File: src/rtl/peach_pkg.sv
// peach_pkg -- shared constants and types for the Peach RV32I core and its LSU.
//   NUM_LANES/LANE_W : byte-lane geometry of the 32-bit data memory
//   F3_*             : RV32I load/store funct3 encodings
//   OP_*             : load/store opcodes (used by the core decoder)
//   lsu_state_t      : LSU FSM states
//   lsu_req_t        : request fields latched on accept
// Helpers: f3_legal, misaligned, align_off.
package peach_pkg;

   localparam int NUM_LANES = 4;
   localparam int LANE_W    = 8;

   localparam logic [2:0] F3_LB  = 3'b000;
   localparam logic [2:0] F3_LH  = 3'b001;
   localparam logic [2:0] F3_LW  = 3'b010;
   localparam logic [2:0] F3_LBU = 3'b100;
   localparam logic [2:0] F3_LHU = 3'b101;
   localparam logic [2:0] F3_SB  = 3'b000;
   localparam logic [2:0] F3_SH  = 3'b001;
   localparam logic [2:0] F3_SW  = 3'b010;

   localparam logic [6:0] OP_LOAD  = 7'b0000011;
   localparam logic [6:0] OP_STORE = 7'b0100011;

   typedef enum logic [1:0] {
      LSU_IDLE   = 2'd0,
      LSU_ACCESS = 2'd1,
      LSU_RESP   = 2'd2
   } lsu_state_t;

   typedef struct packed {
      logic        we;
      logic [2:0]  funct3;
      logic [1:0]  off;
      logic [31:0] wdata;
   } lsu_req_t;

   function automatic logic f3_legal(input logic we, input logic [2:0] f3);
      if (we) return (f3 == F3_SB) || (f3 == F3_SH) || (f3 == F3_SW);
      else    return (f3 == F3_LB) || (f3 == F3_LH) || (f3 == F3_LW) ||
                     (f3 == F3_LBU) || (f3 == F3_LHU);
   endfunction

   // funct3[1:0] is the access size (00 byte, 01 half, 10 word) for all legal codes.
   function automatic logic misaligned(input logic [2:0] f3, input logic [1:0] off);
      case (f3[1:0])
         2'b01:   return off[0];
         2'b10:   return off != 2'b00;
         default: return 1'b0;
      endcase
   endfunction

   // Forces the low address bits to the natural alignment of the access size.
   function automatic logic [1:0] align_off(input logic [2:0] f3, input logic [1:0] off);
      case (f3[1:0])
         2'b01:   return {off[1], 1'b0};
         2'b10:   return 2'b00;
         default: return off;
      endcase
   endfunction

endpackage

File: src/rtl/peach_lsu_align.sv
// peach_lsu_align -- combinational load extraction and sign/zero extension.
//   rdata  : raw 32-bit memory word
//   offset : byte offset within the word (already aligned for half/word)
//   funct3 : load funct3 (LB/LH/LW/LBU/LHU); anything else yields 0
//   result : extended load value
module peach_lsu_align
   import peach_pkg::*;
(
   input  logic [31:0] rdata,
   input  logic [1:0]  offset,
   input  logic [2:0]  funct3,
   output logic [31:0] result
);

   logic [NUM_LANES-1:0][LANE_W-1:0] lanes;
   logic [7:0]  byte_v;
   logic [15:0] half_v;

   assign lanes = rdata;

   always_comb begin
      byte_v = lanes[offset];
      half_v = offset[1] ? rdata[31:16] : rdata[15:0];
      result = '0;
      case (funct3)
         F3_LB:   result = {{24{byte_v[7]}}, byte_v};
         F3_LH:   result = {{16{half_v[15]}}, half_v};
         F3_LW:   result = rdata;
         F3_LBU:  result = {24'd0, byte_v};
         F3_LHU:  result = {16'd0, half_v};
         default: result = '0;
      endcase
   end

endmodule

File: src/rtl/peach_lsu.sv
// peach_lsu -- load/store unit for the Peach multi-cycle RV32I core.
// One request at a time: IDLE (accept) -> ACCESS (memory strobe) -> RESP (one-cycle
// response). Faulting requests skip ACCESS and never touch memory.
// Ports:
//   clk, reset (async, active low)
//   req_valid/req_ready/req_we/req_funct3/req_addr/req_wdata : request from core
//   rsp_valid/rsp_rdata/rsp_fault                           : response pulse
//   mem_en/mem_we/mem_addr/mem_wdata/mem_rdata              : sync single-port RAM
// Build option: PEACH_LSU_MISALIGN_TRAP_EN -- when defined, misaligned half/word
// accesses fault; otherwise the low address bits are forced to alignment.
module peach_lsu
   import peach_pkg::*;
#(
   parameter int ADDR_WIDTH = 12
) (
   input  logic                  clk,
   input  logic                  reset,
   input  logic                  req_valid,
   output logic                  req_ready,
   input  logic                  req_we,
   input  logic [2:0]            req_funct3,
   input  logic [31:0]           req_addr,
   input  logic [31:0]           req_wdata,
   output logic                  rsp_valid,
   output logic [31:0]           rsp_rdata,
   output logic                  rsp_fault,
   output logic                  mem_en,
   output logic [3:0]            mem_we,
   output logic [ADDR_WIDTH-1:0] mem_addr,
   output logic [31:0]           mem_wdata,
   input  logic [31:0]           mem_rdata
);

   lsu_state_t state, state_nxt;
   lsu_req_t   req_q;
   logic       fault_q;
   logic [ADDR_WIDTH-1:0] addr_q;
   logic       accept, bad;
   logic [31:0] ld_data;
   logic [NUM_LANES-1:0] be;
   logic [NUM_LANES-1:0][LANE_W-1:0] wlanes;

   // Upper address bits are intentionally dropped: addresses wrap.
   logic unused_addr;
   assign unused_addr = ^req_addr[31:ADDR_WIDTH+2];

   assign accept = (state == LSU_IDLE) && req_valid;

`ifdef PEACH_LSU_MISALIGN_TRAP_EN
   assign bad = !f3_legal(req_we, req_funct3) || misaligned(req_funct3, req_addr[1:0]);
`else
   assign bad = !f3_legal(req_we, req_funct3);
`endif

   // State register
   always_ff @(posedge clk or negedge reset) begin
      if (!reset) state <= LSU_IDLE;
      else        state <= state_nxt;
   end

   // Next-state logic
   always_comb begin
      state_nxt = state;
      case (state)
         LSU_IDLE:   if (req_valid) state_nxt = bad ? LSU_RESP : LSU_ACCESS;
         LSU_ACCESS: state_nxt = LSU_RESP;
         LSU_RESP:   state_nxt = LSU_IDLE;
         default:    state_nxt = LSU_IDLE;
      endcase
   end

   // Request capture. The offset is stored already aligned, so in the
   // non-trapping build a misaligned access simply proceeds aligned.
   always_ff @(posedge clk or negedge reset) begin
      if (!reset) begin
         req_q   <= '0;
         fault_q <= 1'b0;
         addr_q  <= '0;
      end else if (accept) begin
         req_q.we     <= req_we;
         req_q.funct3 <= req_funct3;
         req_q.off    <= align_off(req_funct3, req_addr[1:0]);
         req_q.wdata  <= req_wdata;
         addr_q       <= req_addr[ADDR_WIDTH+1:2];
         fault_q      <= bad;
      end
   end

   // Byte enables for stores
   always_comb begin
      be = '0;
      case (req_q.funct3)
         F3_SB:   be = NUM_LANES'(1) << req_q.off;
         F3_SH:   be = req_q.off[1] ? 4'b1100 : 4'b0011;
         F3_SW:   be = '1;
         default: be = '0;
      endcase
   end

   // Lane replication: every lane carries the byte/half it would hold at any offset.
   for (genvar i = 0; i < NUM_LANES; i++) begin : g_lane
      assign wlanes[i] = (req_q.funct3 == F3_SB) ? req_q.wdata[LANE_W-1:0] :
                         (req_q.funct3 == F3_SH) ? req_q.wdata[(i%2)*LANE_W +: LANE_W] :
                                                   req_q.wdata[i*LANE_W +: LANE_W];
   end

   peach_lsu_align u_align (
      .rdata  (mem_rdata),
      .offset (req_q.off),
      .funct3 (req_q.funct3),
      .result (ld_data)
   );

   // Outputs are decoded from state only, so an async reset clears them at once.
   always_comb begin
      req_ready = 1'b0;
      rsp_valid = 1'b0;
      rsp_fault = 1'b0;
      rsp_rdata = '0;
      mem_en    = 1'b0;
      mem_we    = '0;
      mem_addr  = '0;
      mem_wdata = '0;
      case (state)
         LSU_IDLE:   req_ready = 1'b1;
         LSU_ACCESS: begin
            mem_en    = 1'b1;
            mem_we    = req_q.we ? be : '0;
            mem_addr  = addr_q;
            mem_wdata = wlanes;
         end
         LSU_RESP: begin
            rsp_valid = 1'b1;
            rsp_fault = fault_q;
            if (!req_q.we && !fault_q) rsp_rdata = ld_data;
         end
         default: ;
      endcase
   end

endmodule

File: config.mk
export PLATFORM = sky130hd
export DESIGN_NAME = peach_lsu
export DESIGN_NICKNAME = d
export VERILOG_FILES = /design/src/rtl/peach_pkg.sv /design/src/rtl/peach_lsu_align.sv /design/src/rtl/peach_lsu.sv
export SDC_FILE = /design/constraint.sdc
export NUM_CORES = 1
export LEC_CHECK = 0
export BUFFER_PORTS_ARGS = -buffer_cell sky130_fd_sc_hd__clkbuf_2
export CORE_MARGIN = 3
export CORE_UTILIZATION = 25
export DETAILED_ROUTE_END_ITERATION = 12
export GPL_TIMING_DRIVEN = 0
export REMOVE_ABC_BUFFERS = 1
export SYNTH_ARGS = -nofsm -noshare
export SYNTH_HDL_FRONTEND = slang
export SYNTH_SLANG_ARGS = --single-unit
File: constraint.sdc
create_clock -name clk -period 4.6 [get_ports clk]
set_clock_uncertainty 0.05 [all_clocks]
set_input_delay 0.92 -clock clk [delete_from_list [all_inputs] [get_ports clk]]
set_output_delay 0.92 -clock clk [all_outputs]
set_load 0.03 [all_outputs]
==> impl_metrics.toml <==
[global_routing]
grt_pass1_wl_um = 19300
gr-usage-all-layers_pct = 15.0
gr-total-overflow = 0
grt_pass1_vias = 3545
grt_max_degree = 54
antenna_found_initial = 1

[layout]
n_antenna_cell = 0
nNetsFinal = 630
nFillCells = 1478
utilization_pct = 33.7
syn_to_final_growth_pct = 30.6
drive_gt1_share_pct = 49.3

[sta]
tightest_slew_ns = 1.06
setup_viol = 0
min_period_ns = 3.76
hold_viol = 0
timing.final.crit_share_pct = 81.7
slew_headroom_pct = 29.2
setup_ws_ns = 0.843
rsz0062_at_grt = "false"
maxSlewViolCount = 0
fmax_mhz = 266

[pwr]
vdd_drop_max_v = 0.000264
power_frac_seq_pct = 39.5
sw_frac_of_total_pct = 38.8
power.density_nw_per_um2 = 384
power.switching_mw = 0.703
p_int_mw = 1.11
p_leak_nw = 2.18
p_clk_share_pct = 24.1
combPwrFrac_pct = 36.4

[clock_network]
cts.sinks = 53
cts_setup_buffers = 0
cts-root-buf = "clkbuf_16"
h-tree-depth = 2
clk_latency_ns = 0.29
cts.path.max_buffers = 2
tritoncts = "built"
cts.clk_slew.worst_paths_ns = 0.07
cts_hold_buf = 0
cts_buffers = 5
cts_resized = 0

[logic_synthesis]
yosysWarnings = 0
ys_ff_latch = 53
yosys.area.top_type_share_pct = 36.6
synthCells = 376
ys_seq_area_share_pct = 36.6
synth_area_per_cell_um2 = 9.64
async_flop_share_pct = 100
netlist_top_cells_area = "dfrtp_1, mux2_2, a21oi_1, o21ai_0, and2_1"
synth_flop_cell = "dfrtp_1"
yosys.area.top_type = "dfrtp_1"
synth.most_common_cell = "mux2_2"
synthDistinctLibCells = 49
synth_commonest_cells = "mux2_2, dfrtp_1, a21oi_1, o21ai_0, nand2_1"
syn-cell-area_um2 = 3620
synth_edf_count = 0

[setup_path]
path_cells = "inv_1, o21ai_1, a211oi_1, clkbuf_2"
arrival_ns = 2.79
worstPathRequired_ns = 3.63
cp_top_family = "flip-flops"
slowest_stage = "dfrtp_1"
max_stage_delay_ns = 0.99
path_buf_inv = 2
rr_startpoint = "state[0]$_DFFE_PN0P_"
startpoint_type = "register"
critPathKind = "register to output pin"
critPathLaunch = "req_q[35]$_DFFE_PN0P_"
cp_max_fo = 24
crit_path_end_kind = "output pin"

[placement]
dp_slack_ns = 1.07
place.gp.congestion = 0.908
port_buffers = 168
dp_hpwl_um = 9100

[min_path]
min_from = "addr_q[11]$_DFFE_PN0P_"
hold_path_class = "register to register"

[detailed_routing]
vias = 3480
drcViolationCount = 0
viasPerCell = 4.94
wire_per_inst_um = 17.3
first_pass_iters = 4
ant_nets = 0
drt_iter0_markers = 126
drt_wl_total_um = 12200

[job]
max-cap-violations = 0

[floorplan]
die_x_um = 126
die_area_um2 = 16000
coreArea_um2 = 14000
initial_core_util_pct = 25.8
ioPinCount = 187
row_count = 43
dieHeight_um = 126

[outcome]
outcome = "completed"
layout by cell type (no fill, tap or decap), types with 2 or more instances in the layout:
master and count:
a22oi_1 10, nor2b_1 5, clkbuf_16 5, o21ai_1 5
clkbuf_2 167, and2_1 22, inv_1 19, mux2_2 56
nor2_1 6, o211ai_1 7, buf_8 3, a21oi_2 10
mux2_4 2, o21ai_0 36, ha_1 3, mux2i_1 8
a21oi_1 41, a221oi_1 6, dfrtp_1 53, nand2_1 27
nand2b_1 4, nor3b_4 3
state kept, by name, indices dropped and copies added, names as in the netlist:
register / flops
state: 2
req_q: 38
addr_q: 12
fault_q: 1
worst register-to-register path, stage by stage (launching register included):
cell and delay (ns):
dfrtp_1 0.46, nor3b_4 0.59, buf_8 0.28, buf_8 0.19
mux2_2 0.35
worst paths after layout:
kind	to	slack, ns	cells past startpoint
min	addr_q[11]$_DFFE_PN0P_	0.45	1
max reg2reg	addr_q[2]$_DFFE_PN0P_	2.58	4
min reg2reg	addr_q[11]$_DFFE_PN0P_	0.45	1
max	rsp_rdata[6]	0.84	4
max in group asynchronous	req_q[7]$_DFFE_PN0P_	3.35	2
min in group asynchronous	req_q[6]$_DFFE_PN0P_	0.58	1
final cells by class:
class	count	area, um2	area share [%]
Clock buffer	6	129	2.72
Clock inverter	2	38.8	0.820
Inverter	20	75.1	1.59
Multi-Input combinational cell	272	2030	42.9
Sequential cell	53	1330	28.0
Tap cell	180	225	4.76
Timing Repair Buffer	172	906	19.1
power groups by stage:
stage                     logic, mW  clock network (mW)  registers (mW)
after floorplan               0.470                   0           0.672
after global placement        0.650                   0           0.713
after detailed placement      0.666                   0           0.723
after CTS                     0.668               0.454           0.715
after global routing          0.728               0.470           0.736
final                         0.661               0.437           0.717
routing by layer:
metal	share of wire [%]	vias to the layer above	global-route usage, %
met5	0.15	-	0
li1	-	1632	-
met1	41	1660	17.9
met4	1.4	2	3.47
met2	48	172	26.2
met3	9.8	14	4.84
logic make-up (layout without fill, tap and decap cells):
group | count (synthesis) | in the layout | share of synthesized area [%]
AO/OA/AOI/OAI | 122 | 122 | 21.0
adder cells (fa/ha/maj) | 3 | 3 | 1.04
buffers and inverters | 51 | 200 | 7.67
flip-flops | 53 | 53 | 36.6
multiplexers | 66 | 66 | 20.4
AND/OR/NAND/NOR | 81 | 81 | 13.3
per-stage QoR:
stage	hold slack, ns	setup TNS (ns)	area (um2)	std cells	power (mW)
2_1_floorplan	0.422	0	3420	345	1.14
3_3_place_gp	0.431	-5.77	4490	693	1.36
3_5_place_dp	0.438	0	4540	696	1.39
4_1_cts	0.455	0	4710	704	1.84
5_1_grt	0.467	0	4730	705	1.93
6_report	0.449	0	4730	705	1.81
Note: power is estimated with default switching activity, not from simulation.
